--- src/rtl/spmv_issue_ctrl.sv ---
`default_nettype none
// ============================================================================
//  Module      : spmv_issue_ctrl
//  Description : Issue controller for the sparse matrix-vector MAC pipeline.
//                Holds the dense vector in a register file, packs incoming
//                nonzero entries into K-lane groups that never span rows,
//                issues them to the datapath and tracks in-flight rows across
//                the fixed datapath latency to report row and job completion.
//  Ports       :
//    clk, rst          clock, synchronous active-high reset
//    start, row_count  job start (honoured in IDLE) and number of rows
//    vec_we/waddr/wdata vector register file write port (IDLE only)
//    nz_valid/ready    nonzero entry handshake (ready exactly in RUN)
//    nz_val/col/last   matrix element, column, end-of-row flag
//    issue_*           registered group to the datapath (lane 0 in MSBs)
//    row_done, row_idx row result valid at datapath output, its row index
//    busy, done        job in progress, one-cycle job-complete pulse
//  Revision    : 1.0 - initial release
// ============================================================================
module spmv_issue_ctrl #(
    parameter int K    = 4,
    parameter int N    = 16,
    parameter int IDXW = 4,
    parameter int ROWW = 8,
    parameter int LAT  = 4
) (
    input  logic              clk,
    input  logic              rst,
    input  logic              start,
    input  logic [ROWW-1:0]   row_count,
    input  logic              vec_we,
    input  logic [IDXW-1:0]   vec_waddr,
    input  logic [7:0]        vec_wdata,
    input  logic              nz_valid,
    output logic              nz_ready,
    input  logic [7:0]        nz_val,
    input  logic [IDXW-1:0]   nz_col,
    input  logic              nz_last,
    output logic              issue_valid,
    output logic [8*K-1:0]    issue_mat,
    output logic [8*K-1:0]    issue_vec,
    output logic [K-1:0]      issue_mask,
    output logic              issue_last,
    output logic              row_done,
    output logic [ROWW-1:0]   row_idx,
    output logic              busy,
    output logic              done
);

    localparam int CW = $clog2(K + 1);

    localparam logic [1:0] c_ST_IDLE  = 2'd0;
    localparam logic [1:0] c_ST_RUN   = 2'd1;
    localparam logic [1:0] c_ST_DRAIN = 2'd2;
    localparam logic [1:0] c_ST_DONE  = 2'd3;

    logic [1:0]      r_state;
    logic [1:0]      w_state_nxt;

    logic [7:0]      r_vec [N];
    logic [ROWW-1:0] r_row_cnt;
    logic [ROWW-1:0] r_rows_acc;
    logic [ROWW-1:0] r_row_idx;

    logic [7:0]      r_cmat [K];
    logic [7:0]      r_cvec [K];
    logic [CW-1:0]   r_ccnt;

    logic [LAT-1:0]  r_sr;

    logic            w_accept;
    logic            w_start_ok;
    logic            w_close;
    logic            w_final_row;
    logic            w_tail_busy;
    logic [7:0]      w_vec_rd;
    logic [7:0]      w_lane_mat [K];
    logic [7:0]      w_lane_vec [K];
    logic [K-1:0]    w_lane_msk;
    logic [8*K-1:0]  w_pack_mat;
    logic [8*K-1:0]  w_pack_vec;
    logic [K-1:0]    w_pack_msk;

    assign w_accept    = nz_valid & nz_ready;
    assign w_start_ok  = start && (r_state == c_ST_IDLE);
    assign w_close     = w_accept && (nz_last || (r_ccnt == CW'(K - 1)));
    assign w_final_row = w_accept && nz_last && (r_rows_acc == (r_row_cnt - ROWW'(1)));

    // ------------------------------------------------------------------
    // FSM: state register
    // ------------------------------------------------------------------
    always_ff @(posedge clk) begin
        if (rst) begin
            r_state <= c_ST_IDLE;
        end else begin
            r_state <= w_state_nxt;
        end
    end

    // Rows still in flight other than the one leaving the pipe this cycle.
    // Looking past the head lets done land in the cycle after the final
    // row_done rather than one cycle later.
    always_comb begin
        w_tail_busy = 1'b0;
        for (int i = 0; i < LAT - 1; i++) begin
            w_tail_busy = w_tail_busy | r_sr[i];
        end
    end

    // ------------------------------------------------------------------
    // FSM: next-state logic
    // ------------------------------------------------------------------
    always_comb begin
        w_state_nxt = r_state;
        case (r_state)
            c_ST_IDLE: begin
                if (start) begin
                    w_state_nxt = (row_count == '0) ? c_ST_DONE : c_ST_RUN;
                end
            end
            c_ST_RUN: begin
                if (w_final_row) begin
                    w_state_nxt = c_ST_DRAIN;
                end
            end
            c_ST_DRAIN: begin
                if (!issue_valid && !w_tail_busy) begin
                    w_state_nxt = c_ST_DONE;
                end
            end
            default: begin
                w_state_nxt = c_ST_IDLE;
            end
        endcase
    end

    // ------------------------------------------------------------------
    // FSM: outputs decoded from state
    // ------------------------------------------------------------------
    always_comb begin
        nz_ready = (r_state == c_ST_RUN);
        busy     = (r_state != c_ST_IDLE);
        done     = (r_state == c_ST_DONE);
    end

    // ------------------------------------------------------------------
    // Vector register file; writes only land while idle
    // ------------------------------------------------------------------
    always_ff @(posedge clk) begin
        if (rst) begin
            for (int i = 0; i < N; i++) begin
                r_vec[i] <= '0;
            end
        end else if ((r_state == c_ST_IDLE) && vec_we) begin
            for (int i = 0; i < N; i++) begin
                if (IDXW'(i) == vec_waddr) begin
                    r_vec[i] <= vec_wdata;
                end
            end
        end
    end

    // Out-of-range columns read as zero when N < 2^IDXW.
    always_comb begin
        w_vec_rd = '0;
        for (int i = 0; i < N; i++) begin
            if (IDXW'(i) == nz_col) begin
                w_vec_rd = r_vec[i];
            end
        end
    end

    // ------------------------------------------------------------------
    // Collect buffer view including the entry being accepted this cycle
    // ------------------------------------------------------------------
    always_comb begin
        for (int i = 0; i < K; i++) begin
            w_lane_mat[i] = r_cmat[i];
            w_lane_vec[i] = r_cvec[i];
            w_lane_msk[i] = (CW'(i) < r_ccnt);
            if (w_accept && (CW'(i) == r_ccnt)) begin
                w_lane_mat[i] = nz_val;
                w_lane_vec[i] = w_vec_rd;
                w_lane_msk[i] = 1'b1;
            end
        end
    end

    // Lane 0 sits in the most significant byte / mask bit.
    always_comb begin
        w_pack_mat = '0;
        w_pack_vec = '0;
        w_pack_msk = '0;
        for (int i = 0; i < K; i++) begin
            w_pack_mat[8*(K-1-i) +: 8] = w_lane_mat[i];
            w_pack_vec[8*(K-1-i) +: 8] = w_lane_vec[i];
            w_pack_msk[K-1-i]          = w_lane_msk[i];
        end
    end

    // Buffer empties on close so collection restarts without a stall and
    // unused lanes of the next group read back as zero.
    always_ff @(posedge clk) begin
        if (rst || w_close) begin
            for (int i = 0; i < K; i++) begin
                r_cmat[i] <= '0;
                r_cvec[i] <= '0;
            end
            r_ccnt <= '0;
        end else if (w_accept) begin
            for (int i = 0; i < K; i++) begin
                if (CW'(i) == r_ccnt) begin
                    r_cmat[i] <= nz_val;
                    r_cvec[i] <= w_vec_rd;
                end
            end
            r_ccnt <= r_ccnt + CW'(1);
        end
    end

    // ------------------------------------------------------------------
    // Issue register
    // ------------------------------------------------------------------
    always_ff @(posedge clk) begin
        if (rst) begin
            issue_valid <= 1'b0;
            issue_mat   <= '0;
            issue_vec   <= '0;
            issue_mask  <= '0;
            issue_last  <= 1'b0;
        end else begin
            issue_valid <= w_close;
            if (w_close) begin
                issue_mat  <= w_pack_mat;
                issue_vec  <= w_pack_vec;
                issue_mask <= w_pack_msk;
                issue_last <= nz_last;
            end else begin
                issue_last <= 1'b0;
            end
        end
    end

    // ------------------------------------------------------------------
    // In-flight row tracking across the datapath latency
    // ------------------------------------------------------------------
    generate
        if (LAT == 1) begin : g_sr_single
            always_ff @(posedge clk) begin
                if (rst) begin
                    r_sr <= '0;
                end else begin
                    r_sr <= issue_valid & issue_last;
                end
            end
        end else begin : g_sr_chain
            always_ff @(posedge clk) begin
                if (rst) begin
                    r_sr <= '0;
                end else begin
                    r_sr <= {r_sr[LAT-2:0], issue_valid & issue_last};
                end
            end
        end
    endgenerate

    assign row_done = r_sr[LAT-1];
    assign row_idx  = r_row_idx;

    // ------------------------------------------------------------------
    // Job bookkeeping: latched row count, rows accepted, completed index
    // ------------------------------------------------------------------
    always_ff @(posedge clk) begin
        if (rst) begin
            r_row_cnt  <= '0;
            r_rows_acc <= '0;
            r_row_idx  <= '0;
        end else if (w_start_ok) begin
            r_row_cnt  <= row_count;
            r_rows_acc <= '0;
            r_row_idx  <= '0;
        end else begin
            if (w_accept && nz_last) begin
                r_rows_acc <= r_rows_acc + ROWW'(1);
            end
            if (row_done) begin
                r_row_idx <= r_row_idx + ROWW'(1);
            end
        end
    end

endmodule
`default_nettype wire

--- config.mk ---
export PLATFORM = sky130hd
export DESIGN_NAME = spmv_issue_ctrl
export DESIGN_NICKNAME = d
export VERILOG_FILES = /design/src/rtl/spmv_issue_ctrl.sv
export SDC_FILE = /design/constraint.sdc
export NUM_CORES = 1
export LEC_CHECK = 0
export BUFFER_PORTS_ARGS = -buffer_cell sky130_fd_sc_hd__buf_2
export CAP_MARGIN = 15
export CORE_AREA = 2 2 171 173
export CTS_CLUSTER_SIZE = 20
export DETAILED_ROUTE_END_ITERATION = 12
export DIE_AREA = 0 0 173 175
export SETUP_SLACK_MARGIN = 0.2
export SLEW_MARGIN = 5
export SYNTH_ARGS = -nofsm -noshare
export SYNTH_HDL_FRONTEND = slang
export SYNTH_SLANG_ARGS = --single-unit
export TNS_END_PERCENT = 100
--- constraint.sdc ---
create_clock -name clk -period 2.77 [get_ports clk]
set_clock_uncertainty 0.05 [all_clocks]
set_input_delay 0.554 -clock clk [delete_from_list [all_inputs] [get_ports clk]]
set_output_delay 0.554 -clock clk [all_outputs]
set_load 0.01 [all_outputs]
==> impl_metrics.ini, run 1 <==
[synth]
ys_top_cells_by_area = edfxtp_1 46%, dfxtp_1 16%, nor2_1 4.4%, nand2_1 3.6%, mux2i_1 3.5%
syn_area_um2 = 12700
synthAdderAreaFrac_pct = 0.987
synth_compound_area_share_pct = 12.2
ys_ff_latch = 295
synth-edff-count = 192
synth_warnings = 0
syn_inst = 1131
synthFlopType = edfxtp_1
synthMuxAreaShare_pct = 4.90
yosysSeqAreaShare_pct = 61.8
ys_types = 73
synth-simple-area-share_pct = 15.0
synth_top_area_share_pct = 45.5
synthXorXnorAreaFrac_pct = 1.38
syn_avg_cell_area_um2 = 11.2
synthArstFlopShare_pct = 0
synth_top_family_by_area = simple AND/OR/NAND/NOR gates
synth.largest_area_cell = edfxtp_1

[worst_setup_path]
cp_slowest_cell = nand2_1
critical_path_class = reg -> reg
endpoint_kind = flip-flop
startpoint_type = flip-flop
critPathMaxStageDelay_ns = 0.35
cp_common_cell = nand2_1
required_ns = 2.96
crit_chain = inv_1, ha_1, nand2_1, nor2_1, nand2_1, nand2_1, buf_4
crit_family = simple AND/OR/NAND/NOR gates
critical_path_buf_inv_count = 2
critPathArrivalTime_ns = 2.53
critPathMaxFanout = 16

[layout]
antenna_cells = 0
area_delta_synth_final_pct = 17.8
final_cells = 1690
finish.instance_area_um2 = 14900
layout.nets = 1330
drive_above_1_share_pct = 19.1

[place]
dp.cells = 1630
place_congestion = 0.827
hpwlAfterDp_um = 22600
port_buffers = 119
place_area_um2 = 13900

[grt]
grt_pass1_vias = 8876
track_usage_pct = 21.2
overflow = 0
grt_max_degree = 41
antenna_found_initial = 0
grt_first_pass_wirelength_um = 50700

[clock_network]
path_clk_slew_ns = 0.06
cts_max_level = 1
cts_buffers = 31
cts_tree = done
worst_skew_pair.late_latency_ns = 0.57
cts-root-buf = clkbuf_16
hold_buffers = 0
cts.path.max_buffers = 3
cts_sinks = 295

[routing]
routed_wl_um = 32300
drt_iter0_drc = 803
wl_per_cell_um = 19.1
first_pass_iters = 5
ant_nets = 0
routed_via_density = 5.44
drc = 0
vias = 9186

[timing]
worst_pin_slew_ns = 0.655
fmax_ghz = 0.428
fin_setup_tns_ns = 0
rsz0062_at_grt = false
drv_slew = 0
period_minus_slack_ns = 2.34
min_period_over_period_pct = 84.4
finalSetupViolCount = 0
slew_headroom_pct = 56.4
hold_viol = 0

[floorplan]
start_util_pct = 44.6
num_rows = 62
io_pins = 120
die_h_um = 175
die_w_um = 173
core_um2 = 28400
die-area_um2 = 30300

[power]
ir_drop_uv = 518
power_leakage_nw = 5.94
pwr_density_cell_nw_per_um2 = 707
power.total_mw = 10.6

[run_status]
status = finished clean

[flow_run]
drv_cap = 0

[worst_hold_path]
hold_path_class = in -> reg
-- metrics by stage --
step / util (%) / setup slack (ns) / hold WS [ns]
finish: 52.6 / 0.432 / 0.203
global route: 52.6 / 0.273 / 0.208
CTS: 52.5 / 0.290 / 0.182
detailed placement: 49.0 / 0.0306 / 0.388
global placement: 49.0 / 0.0984 / 0.381
floorplan: - / 0.345 / 0.390
-- registers in the layout (all words and copies together) (netlist names) --
signal and cells:
issue_last 1, issue_mask 4, issue_mat 32, issue_valid 1
issue_vec 32, r_ccnt 3, r_cmat 32, r_cvec 32
r_row_cnt 8, r_rows_acc 8, r_sr 4, r_state 2
r_vec 128, row_idx 8
-- worst reg2reg max path, stage by stage (launching register included) --
cell,delay (ns)
dfxtp_1,0.33
inv_1,0.11
ha_1,0.34
nand2_1,0.19
nor2_1,0.20
nand2_1,0.35
nand2_1,0.17
buf_4,0.28
-- cells by family (layout without fill, tap and decap cells) --
group	Yosys count	in the layout
buffers and inverters	103	263
AOI/OAI and AO/OA	236	236
and+or+nand+nor	412	412
adders and majority gates	10	10
xor gates and xnor gates	20	20
DFF	295	295
muxes	54	54
other	1	16
-- routing by layer --
layer / up-vias / global-route usage, % / share of wire (%)
met5: - / 0 / 0
met4: 0 / 4.56 / 1.6
met3: 43 / 3.50 / 5.4
met2: 273 / 33.5 / 45
met1: 4463 / 30.9 / 48
li1: 4407 / - / -
-- cell usage in the layout, fill, tap and decap left out, types with 4 or more instances in the layout --
cell       Yosys  final
clkbuf_16      0     31
o21ai_0       77     77
nand3_1       20     19
ha_1          10     10
or3_1          6      6
a32oi_1       20     20
a211oi_1       6      6
nor2b_1       11     11
and3_1        34     34
mux2_2         4      4
nor3_1        10     10
xor2_1        12     12
and2_1         6      6
inv_1         23     22
nor2_1       149    149
nand4_1       10     10
a221oi_1       8      8
edfxtp_1     192    192
o22ai_1        5      5
clkinv_1       1      5
buf_2         15    119
nor3b_1        4      4
xnor2_1        8      8
nand2b_1      30     30
clkbuf_8       1      4
clkbuf_1      47      9
dfxtp_1      103    103
a221o_1        4      4
a21oi_1       60     60
nand2_1      120    120
o221ai_1       5      5
a21o_1         7      7
mux2i_1       44     44
clkinv_2       0      5
mux4_2         6      6
buf_4          9     60
conb_1         1     16
-- final cells by class --
class | count | area, um^2
well taps | 384 | 480
clock inverters | 13 | 106
fillers | 2558 | 13500
repair buffers | 182 | 1110
inverters | 24 | 93.8
clock buffers | 44 | 865
multi-input cells | 748 | 4450
flip-flops and latches | 295 | 7830
-- final timing paths --
path / from / endpoint / slack, ns / depth (start not counted)
max: r_state[1]$_SDFFE_PP0P_ / r_cvec[2][7]$_SDFFCE_PN0P_ / 0.43 / 7
min: row_count[2] / r_row_cnt[2]$_SDFFE_PP0P_ / 0.20 / 3
max reg2reg: r_state[1]$_SDFFE_PP0P_ / r_cvec[2][7]$_SDFFCE_PN0P_ / 0.43 / 7
min reg2reg: issue_mat[18]$_SDFFE_PP0P_ / issue_mat[18]$_SDFFE_PP0P_ / 0.39 / 2
-- cell usage after synthesis, types with 4 or more instances --
library cell / number
a211oi_1: 6
a21o_1: 7
a21oi_1: 60
a221o_1: 4
a221oi_1: 8
a32oi_1: 20
and2_1: 6
and3_1: 34
buf_2: 15
buf_4: 9
clkbuf_1: 47
dfxtp_1: 103
edfxtp_1: 192
ha_1: 10
inv_1: 23
mux2_2: 4
mux2i_1: 44
mux4_2: 6
nand2_1: 120
nand2b_1: 30
nand3_1: 20
nand4_1: 10
nor2_1: 149
nor2b_1: 11
nor3_1: 10
nor3b_1: 4
o21ai_0: 77
o221ai_1: 5
o22ai_1: 5
or3_1: 6
xnor2_1: 8
xor2_1: 12
-- what timing repair did --
action	CTS	global route
setup endpoints to repair	0	20
gates resized for setup	0	2
setup buffers	0	3
-- where the power goes --
part	internal [mW]	switching (mW)
registers	5.02	0.140
clock network	2.27	1.71
logic	0.501	0.913
No activity file was read; power rests on OpenSTA's default activity.
==> run 2, diff against run 1 <==
==> constraint.sdc (replaced) <==
create_clock -name clk -period 2.2 [get_ports clk]
set_clock_uncertainty 0.05 [all_clocks]
set_input_delay 0.44 -clock clk [delete_from_list [all_inputs] [get_ports clk]]
set_output_delay 0.44 -clock clk [all_outputs]
set_load 0.01 [all_outputs]
==> run 2 against run 1 <==
Compared with the run above:
- routed wire length up 0.68%
- highest routed layer unchanged
- sequential share of layout area decreased by 2.2 points
- non-clock buffer count rose by 58
- final cell count up 3.3%
- final area grew 4.5%
- first-iteration DRC count down 0.50%
- largest power group unchanged
- flip-flop and latch count did not move
- register-to-register slack worse by 0.28 ns
- maximum frequency increased by 14%
==> impl_metrics.ini, run 2 (synthesized netlist as in run 1, its figures left out) <==
[flow_run]
drv_cap = 0

[power]
p_comb_share_pct = 15.1
swShare_pct = 25.9
pwr_density_cell_nw_per_um2 = 858
ir_drop_uv = 608
net-switching-power_mw = 3.47
cellInternalPower_mw = 9.91
power_leakage_nw = 6.28
sequentialPowerShare_pct = 48.6
clkPwrFrac_pct = 36.4

[timing]
drv_slew = 0
worst_pin_slew_ns = 0.583
slew_headroom_pct = 60.1
rsz0062_at_grt = true
finalSetupViolCount = 0
min_period_over_period_pct = 93.2
fmax_ghz = 0.488
hold_viol = 0
worst_slack_ns = 0.149
period_minus_slack_ns = 2.05

[worst_hold_path]
hold_path_class = in -> reg

[layout]
antenna_cells = 0
final_cells = 1746
drive_above_1_share_pct = 25.0
final_cell_mix = 192 x edfxtp_1, 148 x nor2_1, 118 x buf_2, 111 x nand2_1, 107 x buf_4
top_register = r_vec
finish.instance_area_um2 = 15600
largest_reg_flops = 128
layout.nets = 1387
layout_commonest_cell = edfxtp_1
area_delta_synth_final_pct = 23.1

[routing]
vias = 9397
routed_via_density = 5.38
wl_per_cell_um = 18.6
routed_wl_um = 32500
drc = 0
first_pass_iters = 6
ant_nets = 0
drt_iter0_drc = 799

[floorplan]
io_pins = 120
die_w_um = 173
num_rows = 62
core_um2 = 28400
start_util_pct = 44.6
die-area_um2 = 30300
die_h_um = 175

[place]
hpwlAfterDp_um = 23000
port_buffers = 119
place_congestion = 0.854
place_area_um2 = 14500
dp_slack_ns = -0.381
dp.cells = 1687

[grt]
overflow = 0
grt_max_degree = 36
grt_first_pass_wirelength_um = 50000
grt_pass1_vias = 8936
antenna_found_initial = 0
track_usage_pct = 21.1

[clock_network]
cts_sinks = 295
worst_skew_pair.late_latency_ns = 0.55
cts.path.max_buffers = 3
cts_max_level = 1
cts_buffers = 30
hold_buffers = 0
cts-root-buf = clkbuf_16
cts_tree = done
path_clk_slew_ns = 0.06

[worst_setup_path]
critical_path_class = reg -> reg
critPathArrivalTime_ns = 2.43
required_ns = 2.58
critPathMaxFanout = 4
endpoint_kind = flip-flop
startpoint_type = flip-flop

[run_status]
status = finished clean
==> run 2: cell types whose count changed in the layout (fill, tap and decap cells not counted), sizes merged <==
cell    before  now
bufinv       1    2
clkbuf      44   40
clkinv      10   14
buf        182  239
inv         24   22
==> run 2: timing repair <==
action                     CTS  global route
gates resized for setup     18            34
setup buffers                1             3
setup endpoints to repair  188           156
pin swaps                    4             7
==> run 2: worst max-delay path: stages (launching register included) <==
cell	delay, ns
dfxtp_2	0.34
or4_4	0.57
o22ai_2	0.16
nand4b_1	0.15
a2111oi_4	0.43
buf_4	0.17
o41ai_1	0.05
==> run 2: power groups by stage <==
stage          clock (mW)  combinational (mW)  sequential (mW)
2_1_floorplan           0                1.14             6.59
3_3_place_gp            0                1.93             6.60
3_5_place_dp            0                1.95             6.61
4_1_cts              4.92                1.97             6.49
5_1_grt              5.14                2.20             6.53
6_report             4.86                2.02             6.50
==> run 2: layer usage <==
layer	vias up	global-route usage, %	wire [um]
met5	-	0	0
met4	0	6.07	843
met3	60	2.96	1780
met2	307	34.0	15000
met1	4540	29.8	14900
li1	4490	-	-
==> run 2: area by class of cell <==
| cell class | instances | area (um^2) |
|---|---|---|
| inverters | 24 | 96.3 |
| clock buffers | 39 | 806 |
| repair buffers | 240 | 1650 |
| flip-flops and latches | 295 | 7830 |
| multi-input cells | 748 | 4600 |
| clock inverters | 16 | 128 |
| fillers | 2484 | 12800 |
| well taps | 384 | 480 |
==> run 2: through the flow <==
| stage | total power [mW] | TNS (ns) | hold slack (ns) | utilization (%) |
|---|---|---|---|---|
| global route | 13.9 | 0 | 0.0981 | 54.9 |
| global placement | 8.52 | -9.10 | 0.381 | 51.0 |
| floorplan | 7.73 | 0 | 0.390 | - |
| CTS | 13.4 | 0 | 0.0906 | 54.4 |
| detailed placement | 8.55 | -10.50 | 0.389 | 51.0 |
| finish | 13.4 | 0 | 0.103 | 54.9 |
==> run 2: final timing paths <==
path                                   from                   endpoint  slack (ns)  cells after the start
setup reg to reg  r_row_cnt[1]$_SDFFE_PP0P_    r_state[0]$_SDFFE_PP0P_        0.15                      6
hold / removal                 row_count[2]  r_row_cnt[2]$_SDFFE_PP0P_        0.10                      3
setup / recovery  r_row_cnt[1]$_SDFFE_PP0P_    r_state[0]$_SDFFE_PP0P_        0.15                      6
hold reg to reg   issue_mat[8]$_SDFFE_PP0P_  issue_mat[8]$_SDFFE_PP0P_        0.40                      2
